[config.mk]
export PLATFORM = sky130hd
export DESIGN_NAME = plru_set_assoc
export DESIGN_NICKNAME = d
export VERILOG_FILES = /design/src/rtl/plru_set_assoc.sv
export SDC_FILE = /design/constraint.sdc
export NUM_CORES = 1
export LEC_CHECK = 0
export BUFFER_PORTS_ARGS = -buffer_cell sky130_fd_sc_hd__buf_4
export CAP_MARGIN = 20
export CORE_ASPECT_RATIO = 0.8
export CORE_MARGIN = 2
export CORE_UTILIZATION = 40
export CTS_CLUSTER_SIZE = 28
export DETAILED_ROUTE_END_ITERATION = 8
export PLACE_DENSITY = 0.55
export SLEW_MARGIN = 10
export SYNTH_ARGS = -nofsm -noshare
export SYNTH_HDL_FRONTEND = slang
export SYNTH_SLANG_ARGS = --single-unit
[constraint.sdc]
create_clock -name clk_i -period 6.7 [get_ports clk_i]
set_clock_uncertainty 0.05 [all_clocks]
set_input_delay 0.67 -clock clk_i [delete_from_list [all_inputs] [get_ports clk_i]]
set_output_delay 0.67 -clock clk_i [all_outputs]
set_load 0.02 [all_outputs]
[src/rtl/plru_set_assoc.sv]
// Tree-PLRU replacement for a set-associative cache with invalid-first victim selection.
// Victim is registered one cycle after the request. A flush clears one set per cycle and ignores all inputs while busy.
module plru_set_assoc #(
    parameter int WAYS = 8,
    parameter int SETS = 16
) (
    input  logic                     clk_i,
    input  logic                     rstn_i,
    input  logic                     access_hit_i,
    input  logic [$clog2(SETS)-1:0]  access_set_i,
    input  logic [$clog2(WAYS)-1:0]  access_way_i,
    input  logic                     repl_req_i,
    input  logic [$clog2(SETS)-1:0]  repl_set_i,
    input  logic [WAYS-1:0]          valid_ways_i,
    input  logic                     flush_i,
    output logic                     repl_valid_o,
    output logic [$clog2(WAYS)-1:0]  repl_way_o,
    output logic                     busy_o
);
    localparam int LW = $clog2(WAYS);
    localparam int SW = $clog2(SETS);
    localparam int N  = WAYS - 1;

    typedef enum logic {IDLE, FLUSH} state_t;

    state_t          state, state_nxt;
    logic [SW-1:0]   cnt, cnt_nxt;
    logic [N-1:0]    tree [SETS];
    logic [N-1:0]    hit_tree;
    logic [LW-1:0]   victim;
    logic            hit_ok;
    logic            req_ok;

    always_comb begin
        state_nxt = state;
        cnt_nxt   = cnt;
        case (state)
            IDLE: begin
                if (flush_i) begin
                    state_nxt = FLUSH;
                    cnt_nxt   = '0;
                end
            end
            FLUSH: begin
                cnt_nxt = cnt + 1'b1;
                if (cnt == SW'(SETS - 1)) begin
                    state_nxt = IDLE;
                    cnt_nxt   = '0;
                end
            end
            default: state_nxt = IDLE;
        endcase
    end

    always_ff @(posedge clk_i or negedge rstn_i) begin
        if (!rstn_i) begin
            state <= IDLE;
            cnt   <= '0;
        end else begin
            state <= state_nxt;
            cnt   <= cnt_nxt;
        end
    end

    // A flush request in the same cycle wins over a hit; out-of-range sets never update.
    assign hit_ok = (state == IDLE) && access_hit_i && !flush_i && (int'(access_set_i) < SETS);
    assign req_ok = (state == IDLE) && repl_req_i;
    assign busy_o = (state == FLUSH);

    // Each node on the hit path points away from the half that was just used.
    always_comb begin
        int node;
        hit_tree = '0;
        node     = 0;
        if (int'(access_set_i) < SETS) hit_tree = tree[access_set_i];
        for (int l = 0; l < LW; l++) begin
            hit_tree[node] = ~access_way_i[LW-1-l];
            node = 2 * node + 1 + int'(access_way_i[LW-1-l]);
        end
    end

    always_comb begin
        int node;
        victim = '0;
        node   = 0;
        if (int'(repl_set_i) < SETS) begin
            for (int l = 0; l < LW; l++) begin
                victim[LW-1-l] = tree[repl_set_i][node];
                node = 2 * node + 1 + int'(tree[repl_set_i][node]);
            end
            if (!(&valid_ways_i)) begin
                victim = '0;
                for (int i = WAYS - 1; i >= 0; i--) begin
                    if (!valid_ways_i[i]) victim = LW'(i);
                end
            end
        end
    end

    always_ff @(posedge clk_i or negedge rstn_i) begin
        if (!rstn_i) begin
            for (int s = 0; s < SETS; s++) tree[s] <= '0;
        end else if (state == FLUSH) begin
            tree[cnt] <= '0;
        end else if (hit_ok) begin
            tree[access_set_i] <= hit_tree;
        end
    end

    always_ff @(posedge clk_i or negedge rstn_i) begin
        if (!rstn_i) begin
            repl_valid_o <= 1'b0;
            repl_way_o   <= '0;
        end else begin
            repl_valid_o <= req_ok;
            if (req_ok) repl_way_o <= victim;
        end
    end
endmodule

==> impl_summary.md, run 1 <==
Global routing
Entering global routing, the biggest net connects 85 pins. The first global-routing pass estimated 32,100 um of wire. For this run, the total global-route usage over all layers was measured as 0.241. The number of antenna violations at the first check in global routing came to 0.

Global routing finished with a remaining overflow of 0. The number of global-route vias before repair is 5,139.

Final layout
The antenna diode count is 0. Summing all non-filler instances in the final layout gives an area of 0.00768 mm2. In the final layout, the share of cells above drive strength 1 is 0.165. The synthesis-to-layout area growth is 12.6%. The library cells used most frequently in the layout, excluding fill and tap cells, are 121 x sky130_fd_sc_hd__dfrtp_1, 81 x sky130_fd_sc_hd__nand2_1, 61 x sky130_fd_sc_hd__a22o_1.

Excluding fillers, the count of instances in the completed layout stands at 825. The most common cell after layout, fill and taps aside is sky130_fd_sc_hd__dfrtp_1. After the last flow step, the layout net total stands at 630.

Logic synthesis
Synthesis produced 577 cells. The count of unique library cells instantiated by Yosys is 53. The synthesized area is 0.00682 mm2.

Counting flops and latches in the post-synthesis netlist gives 121. After synthesis, the share of flip-flops with an asynchronous set or reset is 1.00. The most common flop cell mapped by yosys is sky130_fd_sc_hd__dfrtp_1. A synthesized cell averages 11.8 um2. The number of enable flip-flop cells after synthesis is 0. Of the synthesized area, sequential elements account for 0.444.

The number of nets in the synthesized netlist is 611. For this run, the number of Yosys warnings is 0.

Placed design
At the end of routability-driven placement, the weighted congestion stood at 0.905. The placed instances occupy a cell area of 0.00711 mm2. The half-perimeter wire length after placement is 14,600 um. Including well taps, the total number of placed cells is 796. The port buffer count is 28.

Critical path
The worst setup path is captured at a register. At the worst endpoint, the required time is 6.97 ns. The sort of element at the start of the critical path is an input port.

The worst path arrival time is 4.01 ns. The highest fanout seen on the critical path is 30. The critical path is of the input port to register type. The worst-case register-to-register setup slack is 3.38 ns.

Timing
In the finished design, the share of the clock period the worst path needs comes to 0.557. The accumulated negative setup slack is 0 ns. The worst path in the final design needs a cycle of 3.73 ns, including I/O delays and setup. Headroom to the max-slew limit came out at 0.279. Based on the critical path, the design can be clocked at up to 268 MHz. Setup repair after global routing left no endpoint under its margin. The final-report max-slew violation count is 0. The final number of setup-violating endpoints is 0. For the pin with the worst max-slew slack, the measured transition is 1.08 ns.

The number of hold-slack violations in the final timing report was 0.

Floorplan
The initial standard-cell utilization of the core is 0.411. The die covers 0.0181 mm2. The floorplan has 42 rows. Measured along the x axis, the die boundary spans 150 um. The total core area is 0.0166 mm2.

During I/O placement, the number of pins put on the boundary was 29. The vertical extent of the die is 121 um.

Power and ir drop
VDD sags by at most 180 uV. Summed over all cells, the static leakage comes to 3.39 nW. Summing internal, switching and leakage power gives 2.11 mW. The total power density per cell area is 275 mW/mm2.

Clock tree
The maximum clock insertion buffer count is 2. Post-CTS timing repair inserted 0 buffers for setup. The number of H-tree levels is 4. Clock tree synthesis found a total of 121 sinks. Buffers inserted during clock tree synthesis total 17. For this design, the CTS-stage hold fixing added 0 buffers. The clock tree from TritonCTS is yes. The clock latency of the later-clocked register in the worst-skew pair is 0.42 ns. After clock tree synthesis, the clock-pin slew on the worst setup and hold paths is 0.05 ns. The CTS root buffer is sky130_fd_sc_hd__clkbuf_16.

The number of gates resized after CTS was 0.

Routing
The detailed-route wire length is 20,600 um. The first detailed-routing pass took 6 iterations. After the first detailed-routing iteration, the DRC count stood at 592.

The number of vias per cell after detailed routing is 6.42. The count of nets left with antenna violations after detail routing is 0. The post-route DRC violation count is 0.

The per-cell routed wire length is 24.9 um. For this block, the via count after detailed routing is 5,293.

Worst hold path
The class of the tightest hold or removal check is input port to async pin.

Run
Max-cap violations in this run came to 0.

Run status
The flow ran to the end, and the final reports show no timing, DRC or antenna violations.
-- registers in the layout, summed over array words and instances (netlist names) --
signal,flops
cnt,4
repl_way_o,3
repl_valid_o,1
busy_o,1
tree,112
-- cells by family (layout without fill, tap and decap cells) --
kind of cell,count (synthesis),after routing,share of synthesized area
adder cells (fa/ha/maj),10,10,0.0183
multiplexers,78,78,0.227
buffers and inverters,48,76,0.0442
XOR/XNOR,1,1,0.00128
flip-flops,121,121,0.444
AO/OA/AOI/OAI,163,163,0.162
AND/OR/NAND/NOR,156,156,0.103
-- synthesized netlist by cell type (all sizes together), types with 3 or more instances --
master / count / area share
inv: 12 / 0.0066
mux4: 55 / 0.19
or3: 7 / 0.0064
o21ai: 59 / 0.044
nand2: 82 / 0.045
o31ai: 4 / 0.0044
nand3: 6 / 0.0044
ha: 10 / 0.018
dfrtp: 121 / 0.44
nor2: 17 / 0.0094
a22o: 61 / 0.078
and3: 3 / 0.0028
nor3: 19 / 0.014
a21oi: 23 / 0.017
mux2i: 21 / 0.031
nand2b: 6 / 0.0055
clkbuf: 12 / 0.0083
buf: 23 / 0.029
nor4: 5 / 0.0046
-- critical path, stage by stage --
cell,delay [ns]
sky130_fd_sc_hd__buf_4,0.44
sky130_fd_sc_hd__mux4_2,0.58
sky130_fd_sc_hd__mux2i_1,0.26
sky130_fd_sc_hd__mux2i_1,0.19
sky130_fd_sc_hd__o211ai_1,0.36
sky130_fd_sc_hd__inv_1,0.08
sky130_fd_sc_hd__ha_1,0.37
sky130_fd_sc_hd__a211o_1,0.25
sky130_fd_sc_hd__a21oi_1,0.16
sky130_fd_sc_hd__a2111oi_0,0.09
sky130_fd_sc_hd__mux2_2,0.30
sky130_fd_sc_hd__o31ai_1,0.23
-- stage by stage --
step	util	hold WS [ns]	setup slack [ns]
6_report	0.463	0.167	2.97
5_1_grt	0.463	0.202	2.72
4_1_cts	0.461	0.190	2.99
3_5_place_dp	0.428	0.423	2.56
3_3_place_gp	0.428	0.417	2.74
2_1_floorplan	-	0.324	3.35
-- layout make-up --
type / count / area (um2)
fill: 1531 / 8920
inverter: 13 / 48.8
timing repair buffer: 35 / 283
tap: 220 / 275
clock buffer: 25 / 505
clock inverter: 3 / 40.0
multi-input combinational: 408 / 3500
sequential: 121 / 3030
-- routing by layer --
| metal | wire, um | global-route usage | vias up |
|---|---|---|---|
| met3 | 2310 | 0.0845 | 27 |
| li1 | - | - | 2266 |
| met1 | 9060 | 0.352 | 2694 |
| met4 | 336 | 0.0778 | 0 |
| met2 | 8870 | 0.335 | 306 |
| met5 | 0 | 0 | - |
-- report_power, final --
group	total [mW]	switching [mW]	leakage [nW]	internal, mW
Combinational	0.413	0.270	1.44	0.143
Clock	0.865	0.315	0.271	0.549
Sequential	0.834	0.0536	1.67	0.780
Total	2.11	0.639	3.39	1.47
-- worst paths after layout --
kind | startpoint | to | cells after the start
max | repl_set_i[1] | repl_way_o[0]$_DFFE_PN0P_ | 12
min | rstn_i | tree[5]$_DFFE_PN0P_ | 1
max reg2reg | tree[0]$_DFFE_PN0P_ | repl_way_o[0]$_DFFE_PN0P_ | 11
min reg2reg | repl_way_o[2]$_DFFE_PN0P_ | repl_way_o[2]$_DFFE_PN0P_ | 2
max in group asynchronous | rstn_i | tree[48]$_DFFE_PN0P_ | 3
min in group clk_i | repl_way_o[2]$_DFFE_PN0P_ | repl_way_o[2]$_DFFE_PN0P_ | 2
Note: power is estimated with default switching activity, not from simulation.
==> run 2, diff against run 1 <==
--- a/config.mk
+++ b/config.mk
@@ -12,7 +12,7 @@
 export CORE_UTILIZATION = 40
 export CTS_CLUSTER_SIZE = 28
 export DETAILED_ROUTE_END_ITERATION = 8
-export PLACE_DENSITY = 0.55
+export PLACE_DENSITY = 0.57
 export SLEW_MARGIN = 10
 export SYNTH_ARGS = -nofsm -noshare
 export SYNTH_HDL_FRONTEND = slang
==> constraint.sdc (replaced) <==
create_clock -name clk_i -period 3.24 [get_ports clk_i]
set_clock_uncertainty 0.05 [all_clocks]
set_input_delay 0.324 -clock clk_i [delete_from_list [all_inputs] [get_ports clk_i]]
set_output_delay 0.324 -clock clk_i [all_outputs]
set_load 0.02 [all_outputs]
==> run 2 against run 1 <==
Sequential cell count is the same. Combinational power increased by 110%. Total power rose by 110%. Critical path type is now register to register. Design area rose by 1.9%. Global-route usage is 0.25 points higher. Core utilization up 0.86 points. Clock power increased by 100%. Highest routed layer unchanged. Critical endpoint unchanged. Routed wire length decreased by 0.55%. Via count is 0.38% higher.
==> impl_summary.md, run 2 (synthesized netlist as in run 1, its figures left out) <==
Run status
The flow ran to the end, and the final reports show no timing, DRC or antenna violations.

Routing
The per-cell routed wire length is 24.3 um (-2.7%). The via total after detailed routing is 5,313 (+0.38%). The length of the first detailed-routing pass in iterations is 7 (+1). The detailed-route wire length is 20,500 um (-0.55%).

The number of DRC markers after the initial detailed-route iteration is 605 (+2.2%). The count of nets left with antenna violations after detail routing came to 0 (unchanged). The post-route DRC violation count is 0 (unchanged).

The number of vias per cell after detailed routing was 6.30 (-1.8%).

Floorplan
The number of top-level pins was 29 (unchanged). The die boundary width is 150 um (unchanged). The vertical extent of the die is 121 um (unchanged). The total core area is 0.0166 mm2 (unchanged). The initial standard-cell utilization of the core is 0.411 (unchanged). The cell row count was 42 (unchanged).

The area of the die was 0.0181 mm2 (unchanged).

Timing
The worst hold margin was 0.0776 ns (-0.0896 ns). Derived from the worst setup path, the maximum achievable clock frequency is 329 MHz. The relative max-transition margin is 0.390 (+0.111).

The measured slew at the worst slew-check pin is 0.915 ns (-0.163 ns). The worst path needs 3.04 ns of the cycle, external delays included. The final number of setup-violating endpoints is 0 (unchanged). Setup repair after global routing left no endpoint under its margin.

The final critical-path share of the clock period is 0.938. The number of hold-slack violations in the final timing report is 0 (unchanged). The final-report max-slew violation count was 0 (unchanged).

Final layout
The non-filler instance count after layout is 843 (+2.2%). The antenna diode count is 0 (unchanged). Leaving out fill and tap cells, the most frequent cell in the layout is sky130_fd_sc_hd__dfrtp_1.

In the layout the commonest cells are 121 x sky130_fd_sc_hd__dfrtp_1, 81 x sky130_fd_sc_hd__nand2_1, 61 x sky130_fd_sc_hd__a22o_1. The net count of the finished layout is 645 (+2.4%). The fraction of layout instances using a drive strength above 1 is 0.194 (+0.0289). The number of flip-flops in the largest register came to 112 (unchanged).

The largest registers in the layout are tree: 112 flops, cnt: 4 flops, repl_way_o: 3 flops. The area growth from synthesis to layout is 14.7%. The summed area of non-filler cells in the final layout is 0.00783 mm2 (+1.9%).

The top register by number of flip-flops is tree. The number of fill cells in the layout came to 1,533 (+0.13%).

Placed design
The half-perimeter wire length after placement is 14,900 um (+2.2%). The placed instance count came to 811 (+1.9%). The port buffer count is 28 (unchanged). The instance area after placement is 0.00723 mm2 (+1.8%). The placer's final routability congestion estimate came to 0.893 (-1.3%).

Worst hold path
The class of the tightest hold or removal check is input port to register. The source of the worst hold timing path is flush_i.

Power and ir drop
The maximum ir drop on the vdd rail came to 373 uV (+110%). The static power due to leakage came to 3.44 nW (+1.5%). The total power density per cell area came to 559 mW/mm2 (+100%).

Critical path
The worst-case register-to-register setup slack is 0.20 ns (-3.18 ns). The worst reg2reg path depth is 11 (unchanged). Walking the worst path, the cells encountered are mux4_2, mux2i_4, mux2i_1, o211ai_1, inv_1, ha_1, a211o_1, a21oi_2, a2111oi_2, mux2_2, o31ai_1. The highest fanout seen on the critical path was 7 (-77%). The buffering stage count on the worst path with inverters included is 1 (-1). The maximum cell stage delay along the critical path is 0.50 ns (-0.08 ns). The required time of the worst setup path came to 3.52 ns (-3.45 ns). In this run the worst setup path terminates at repl_way_o[0]$_DFFE_PN0P_. The number of logic stages on the critical path including buffering is 11 (-1). The worst setup path is captured at a register. The cell class contributing the biggest share of worst-path delay is multiplexers.

The slowest cell on the critical path is sky130_fd_sc_hd__mux4_2. The capture instance of the worst register-to-register path is repl_way_o[0]$_DFFE_PN0P_. The launching element of the worst setup path is tree[7]$_DFFE_PN0P_. The origin of the critical flop-to-flop path is tree[7]$_DFFE_PN0P_. The worst setup path is launched from a register. The worst path arrival time is 3.32 ns (-0.69 ns). The type of the worst setup path is register to register.

Clock tree
The maximum clock insertion buffer count is 2 (unchanged). The number of H-tree levels was 4 (unchanged). The number of sinks driven by the clock tree came to 121 (unchanged). Clock tree synthesis selected as its root buffer the cell sky130_fd_sc_hd__clkbuf_16. The clock-pin slew on the worst setup and hold paths is 0.06 ns (about the same). The clock latency of the later-clocked register in the worst-skew pair is 0.43 ns (about the same). The number of CTS-inserted buffers is 17 (unchanged). TritonCTS built the clock tree.

Global routing
The pin count of the biggest net entering global routing was 86 (+1.2%). The number of global-route vias before repair came to 5,385 (+4.8%). The total congestion overflow after global routing is 0 (unchanged). The number of antenna violations at the first check in global routing was 0 (unchanged).

The global routing usage summed across all routing layers is 0.244 (+0.00250). The global-route wire length before repair was 32,500 um (+1.4%).

Run
The max-capacitance violation count is 0 (unchanged).
## run 2: cell types whose count changed in the layout (fill, tap and decap cells not counted), moves of 2 or more
cell / delta
sky130_fd_sc_hd__clkinvlp_4: +4
sky130_fd_sc_hd__mux2i_1: -2
sky130_fd_sc_hd__buf_4: +14
sky130_fd_sc_hd__clkbuf_1: +2
sky130_fd_sc_hd__clkbuf_8: -3
## run 2: layout make-up
| type | instances | area, um2 | share of cell area |
|---|---|---|---|
| flip-flops and latches | 121 | 3030 | 0.387 |
| repair buffers | 50 | 390 | 0.0499 |
| clock inverters | 7 | 70.1 | 0.00895 |
| clock buffers | 24 | 472 | 0.0603 |
| inverters | 13 | 48.8 | 0.00624 |
| well taps | 220 | 275 | 0.0352 |
| multi-input cells | 408 | 3540 | 0.453 |
## run 2: through the flow
stage          total power [mW]  setup WS (ns)  utilization  TNS [ns]
3_3_place_gp               2.59         0.0390        0.436         0
2_1_floorplan              2.26          0.232            -         0
5_1_grt                    4.57         0.0294        0.471         0
3_5_place_dp               2.61         -0.106        0.436    -0.106
6_report                   4.38          0.202        0.471         0
4_1_cts                    4.38         0.0761        0.469         0
## run 2: how the worst min path moves through the flow
stage / to / slack, ns / cells past startpoint
global placement: tree[96]$_DFFE_PN0P_ / 0.27 / 1
finish: cnt[2]$_DFFE_PN0P_ / 0.08 / 2
floorplan: busy_o$_DFF_PN0_ / -0.02 / 0
detailed placement: tree[109]$_DFFE_PN0P_ / 0.28 / 1
CTS: cnt[2]$_DFFE_PN0P_ / 0.07 / 2
global route: cnt[2]$_DFFE_PN0P_ / 0.07 / 2
## run 2: timing repair
| item | in CTS | in global routing |
|---|---|---|
| hold endpoints to repair | 36 | 0 |
| endpoints found under the setup margin | 0 | 1 |
| hold buffers | 1 | 0 |
| resized for setup | 0 | 8 |
| setup buffers | 0 | 0 |
## run 2: routing by layer
layer	track usage	wire length (um)	vias to the layer above
li1	-	-	2300
met1	0.353	9160	2722
met2	0.346	8960	259
met3	0.0879	2040	32
met4	0.0666	304	0
met5	0	0	-
## run 2: where the power goes
part	switching, mW	total (mW)	internal [mW]
Sequential	0.106	1.72	1.61
Clock	0.686	1.77	1.09
Combinational	0.570	0.887	0.317
==> run 3, diff against run 2 <==
==> constraint.sdc (replaced) <==
create_clock -name clk_i -period 3.24 [get_ports clk_i]
set_clock_uncertainty 0.05 [all_clocks]
set_input_delay 0.486 -clock clk_i [delete_from_list [all_inputs] [get_ports clk_i]]
set_output_delay 0.486 -clock clk_i [all_outputs]
set_load 0.02 [all_outputs]
==> run 3 against run 2 <==
Non-clock buffer count grew 7. Global-route usage shrank 0.75 points. Core utilization grew 0.47 points. Worst setup slack lost 0.065 ns. Largest cell class unchanged. Largest power group unchanged.
==> impl_summary.md, run 3 (synthesized netlist as in run 1, its figures left out) <==
Run status
The flow ran to the end, and the final reports show no timing, DRC or antenna violations.

Clock tree
The number of H-tree levels is 4 (unchanged). The count of hold buffers inserted by post-cts repair is 0 (-1). The number of sinks driven by the clock tree came to 121 (unchanged). The maximum clock insertion buffer count was 2 (unchanged).

TritonCTS built the clock tree. The clock latency of the later-clocked register in the worst-skew pair is 0.42 ns (about the same). The number of CTS-inserted buffers came to 17 (unchanged). The CTS root buffer is sky130_fd_sc_hd__clkbuf_16. The total setup buffers inserted after CTS is 0 (unchanged). The clock-pin slew on the worst setup and hold paths is 0.06 ns (about the same).

Timing
The number of hold-slack violations in the final timing report is 0 (unchanged). The final-report max-slew violation count is 0 (unchanged). Setup repair after global routing left no endpoint under its margin. The relative max-transition margin came to 0.422 (+0.0318). The worst hold margin is 0.0376 ns (-0.0400 ns). The maximum clock frequency was 322 MHz (-2.1%). The final critical-path share of the clock period is 0.958 (+0.0200). The accumulated negative setup slack is 0 ns (unchanged).

The measured slew at the worst slew-check pin is 0.867 ns (-0.0478 ns). The setup slack of the critical path after layout is 0.137 ns (-0.0647 ns). The final number of setup-violating endpoints was 0 (unchanged).

The minimum clock period was 3.10 ns (+0.0647 ns).

Power and ir drop
The share of power burned in combinational logic is 0.196 (-0.007). The total power density per cell area is 566 mW/mm2 (+1.3%). The total net switching power came to 1.39 mW (+1.7%). The fraction of power consumed by sequential logic is 0.384 (-0.009). The static power due to leakage was 3.51 nW (+2.0%). The switching power share of the total is 0.310 (-0.00165).

The internal power contribution came to 3.09 mW (+2.5%). The maximum ir drop on the vdd rail was 356 uV (-4.4%). The portion of total power attributed to the clock network is 0.420 (+0.015).

Worst hold path
The class of the tightest hold or removal check is input port to async pin.

Final layout
Leaving out fill and tap cells, the most frequent cells in the layout are 121 x sky130_fd_sc_hd__dfrtp_1, 81 x sky130_fd_sc_hd__nand2_1, 61 x sky130_fd_sc_hd__a22o_1. The library cell used most frequently in the layout, excluding fill and tap cells, is sky130_fd_sc_hd__dfrtp_1. The fraction of layout instances using a drive strength above 1 is 0.208 (+0.0134). The top register by number of flip-flops is tree. The number of fill cells in the layout is 1,501 (-2.1%). The number of flip-flops in the largest register was 112 (unchanged).

The final standard cell utilization of the core is 0.476 (+0.00475). The area growth from synthesis to layout is 15.8%. The largest registers in the layout are tree: 112 flops, cnt: 4 flops, repl_way_o: 3 flops.

The net count of the finished layout is 652 (+1.1%). The antenna diode count is 0 (unchanged).

Floorplan
The total core area is 0.0166 mm2 (unchanged). The cell row count is 42 (unchanged). The number of top-level pins was 29 (unchanged). The initial standard-cell utilization of the core is 0.411 (unchanged). The vertical extent of the die came to 121 um (unchanged). The area of the die is 0.0181 mm2 (unchanged). The die boundary width was 150 um (unchanged).

Critical path
The worst reg2reg path depth was 11 (unchanged). The sort of element at the start of the critical path is a register. STA classifies the critical path endpoint as a register. The startpoint identified for the worst register-to-register timing path is tree[7]$_DFFE_PN0P_. The highest fanout seen on the critical path came to 7 (unchanged).

The type of the worst setup path is register to register. The worst-case register-to-register setup slack is 0.14 ns (-0.06 ns). The worst path arrival time is 3.37 ns (+0.05 ns).

The required time of the worst setup path is 3.51 ns (about the same). The endpoint identified for the worst register-to-register timing path is repl_way_o[0]$_DFFE_PN0P_.

Routing
The number of DRC markers after the initial detailed-route iteration was 609 (+0.66%). The via total after detailed routing was 5,331 (+0.34%). The number of vias per cell after detailed routing is 6.26 (-0.60%). The detailed-route wire length is 20,000 um (-2.1%). The per-cell routed wire length is 23.5 um (-3.0%). The post-route DRC violation count came to 0 (unchanged). The length of the first detailed-routing pass in iterations is 5 (-2). The count of nets left with antenna violations after detail routing is 0 (unchanged).

Placed design
The half-perimeter wire length after placement was 14,800 um (-0.89%). The worst-case setup slack after placement came to -0.242 ns (-0.137 ns). The port buffer count was 28 (unchanged). The placer's final routability congestion estimate is 0.870 (-2.7%).

Run
The max-capacitance violation count is 0 (unchanged).

Global routing
The global routing usage summed across all routing layers is 0.236 (-0.00746). The pin count of the biggest net entering global routing is 71 (-17%). The total congestion overflow after global routing came to 0 (unchanged). The number of global-route vias before repair was 5,338 (-0.87%).

The global-route wire length before repair was 31,700 um (-2.4%). The number of antenna violations at the first check in global routing is 0 (unchanged).
==> run 3: worst max-delay path by stage <==
| stage | start | end | cells past startpoint |
|---|---|---|---|
| CTS | tree[14]$_DFFE_PN0P_ | repl_way_o[0]$_DFFE_PN0P_ | 11 |
| floorplan | repl_set_i[1] | repl_way_o[0]$_DFFE_PN0P_ | 12 |
| global placement | repl_set_i[1] | repl_way_o[0]$_DFFE_PN0P_ | 12 |
| finish | tree[7]$_DFFE_PN0P_ | repl_way_o[0]$_DFFE_PN0P_ | 11 |
| detailed placement | repl_set_i[1] | repl_way_o[0]$_DFFE_PN0P_ | 12 |
| global route | tree[8]$_DFFE_PN0P_ | repl_way_o[0]$_DFFE_PN0P_ | 11 |
==> run 3: area by class of cell <==
cell class                      instances  area (um2)  area share
Multi-Input combinational cell        408        3520       0.446
Sequential cell                       121        3030       0.383
Clock buffer                           19         443      0.0560
Timing Repair Buffer                   57         440      0.0557
Tap cell                              220         275      0.0348
Clock inverter                         13         144      0.0182
Inverter                               13        48.8     0.00617
==> run 3: power by group through the flow <==
stage	combinational (mW)	clock (mW)	sequential, mW
3_5_place_dp	0.867	0	1.74
4_1_cts	0.869	1.89	1.72
2_1_floorplan	0.532	0	1.73
6_report	0.876	1.88	1.72
5_1_grt	0.954	1.97	1.73
3_3_place_gp	0.853	0	1.74
==> run 3: per-layer routing <==
layer | vias to the layer above | routed length [um] | track usage
met5 | - | 0 | 0
met4 | 0 | 316 | 0.0654
met3 | 32 | 1930 | 0.0804
met2 | 263 | 8800 | 0.326
met1 | 2718 | 8990 | 0.353
li1 | 2318 | - | -
==> run 3: per-stage QoR <==
step	instance area (um2)	cells	total power, mW
2_1_floorplan	6820	577	2.26
3_3_place_gp	7290	819	2.59
3_5_place_dp	7290	819	2.61
4_1_cts	7880	851	4.48
5_1_grt	7900	851	4.66
6_report	7900	851	4.48
==> run 3: what timing repair did <==
item                                    4_1_cts  5_1_grt
gates resized for setup                       0        5
hold endpoints to repair                      0        0
endpoints found under the setup margin        0        1
==> run 3: critical path, cell delays in order, from the launching register on <==
cell                        delay, ns
sky130_fd_sc_hd__dfrtp_1         0.40
sky130_fd_sc_hd__mux4_2          0.51
sky130_fd_sc_hd__mux2i_4         0.20
sky130_fd_sc_hd__mux2i_1         0.12
sky130_fd_sc_hd__o211ai_1        0.23
sky130_fd_sc_hd__inv_1           0.08
sky130_fd_sc_hd__ha_1            0.36
sky130_fd_sc_hd__a211o_1         0.25
sky130_fd_sc_hd__a21oi_1         0.18
sky130_fd_sc_hd__a2111oi_2       0.07
sky130_fd_sc_hd__mux2_2          0.27
sky130_fd_sc_hd__o31ai_1         0.28
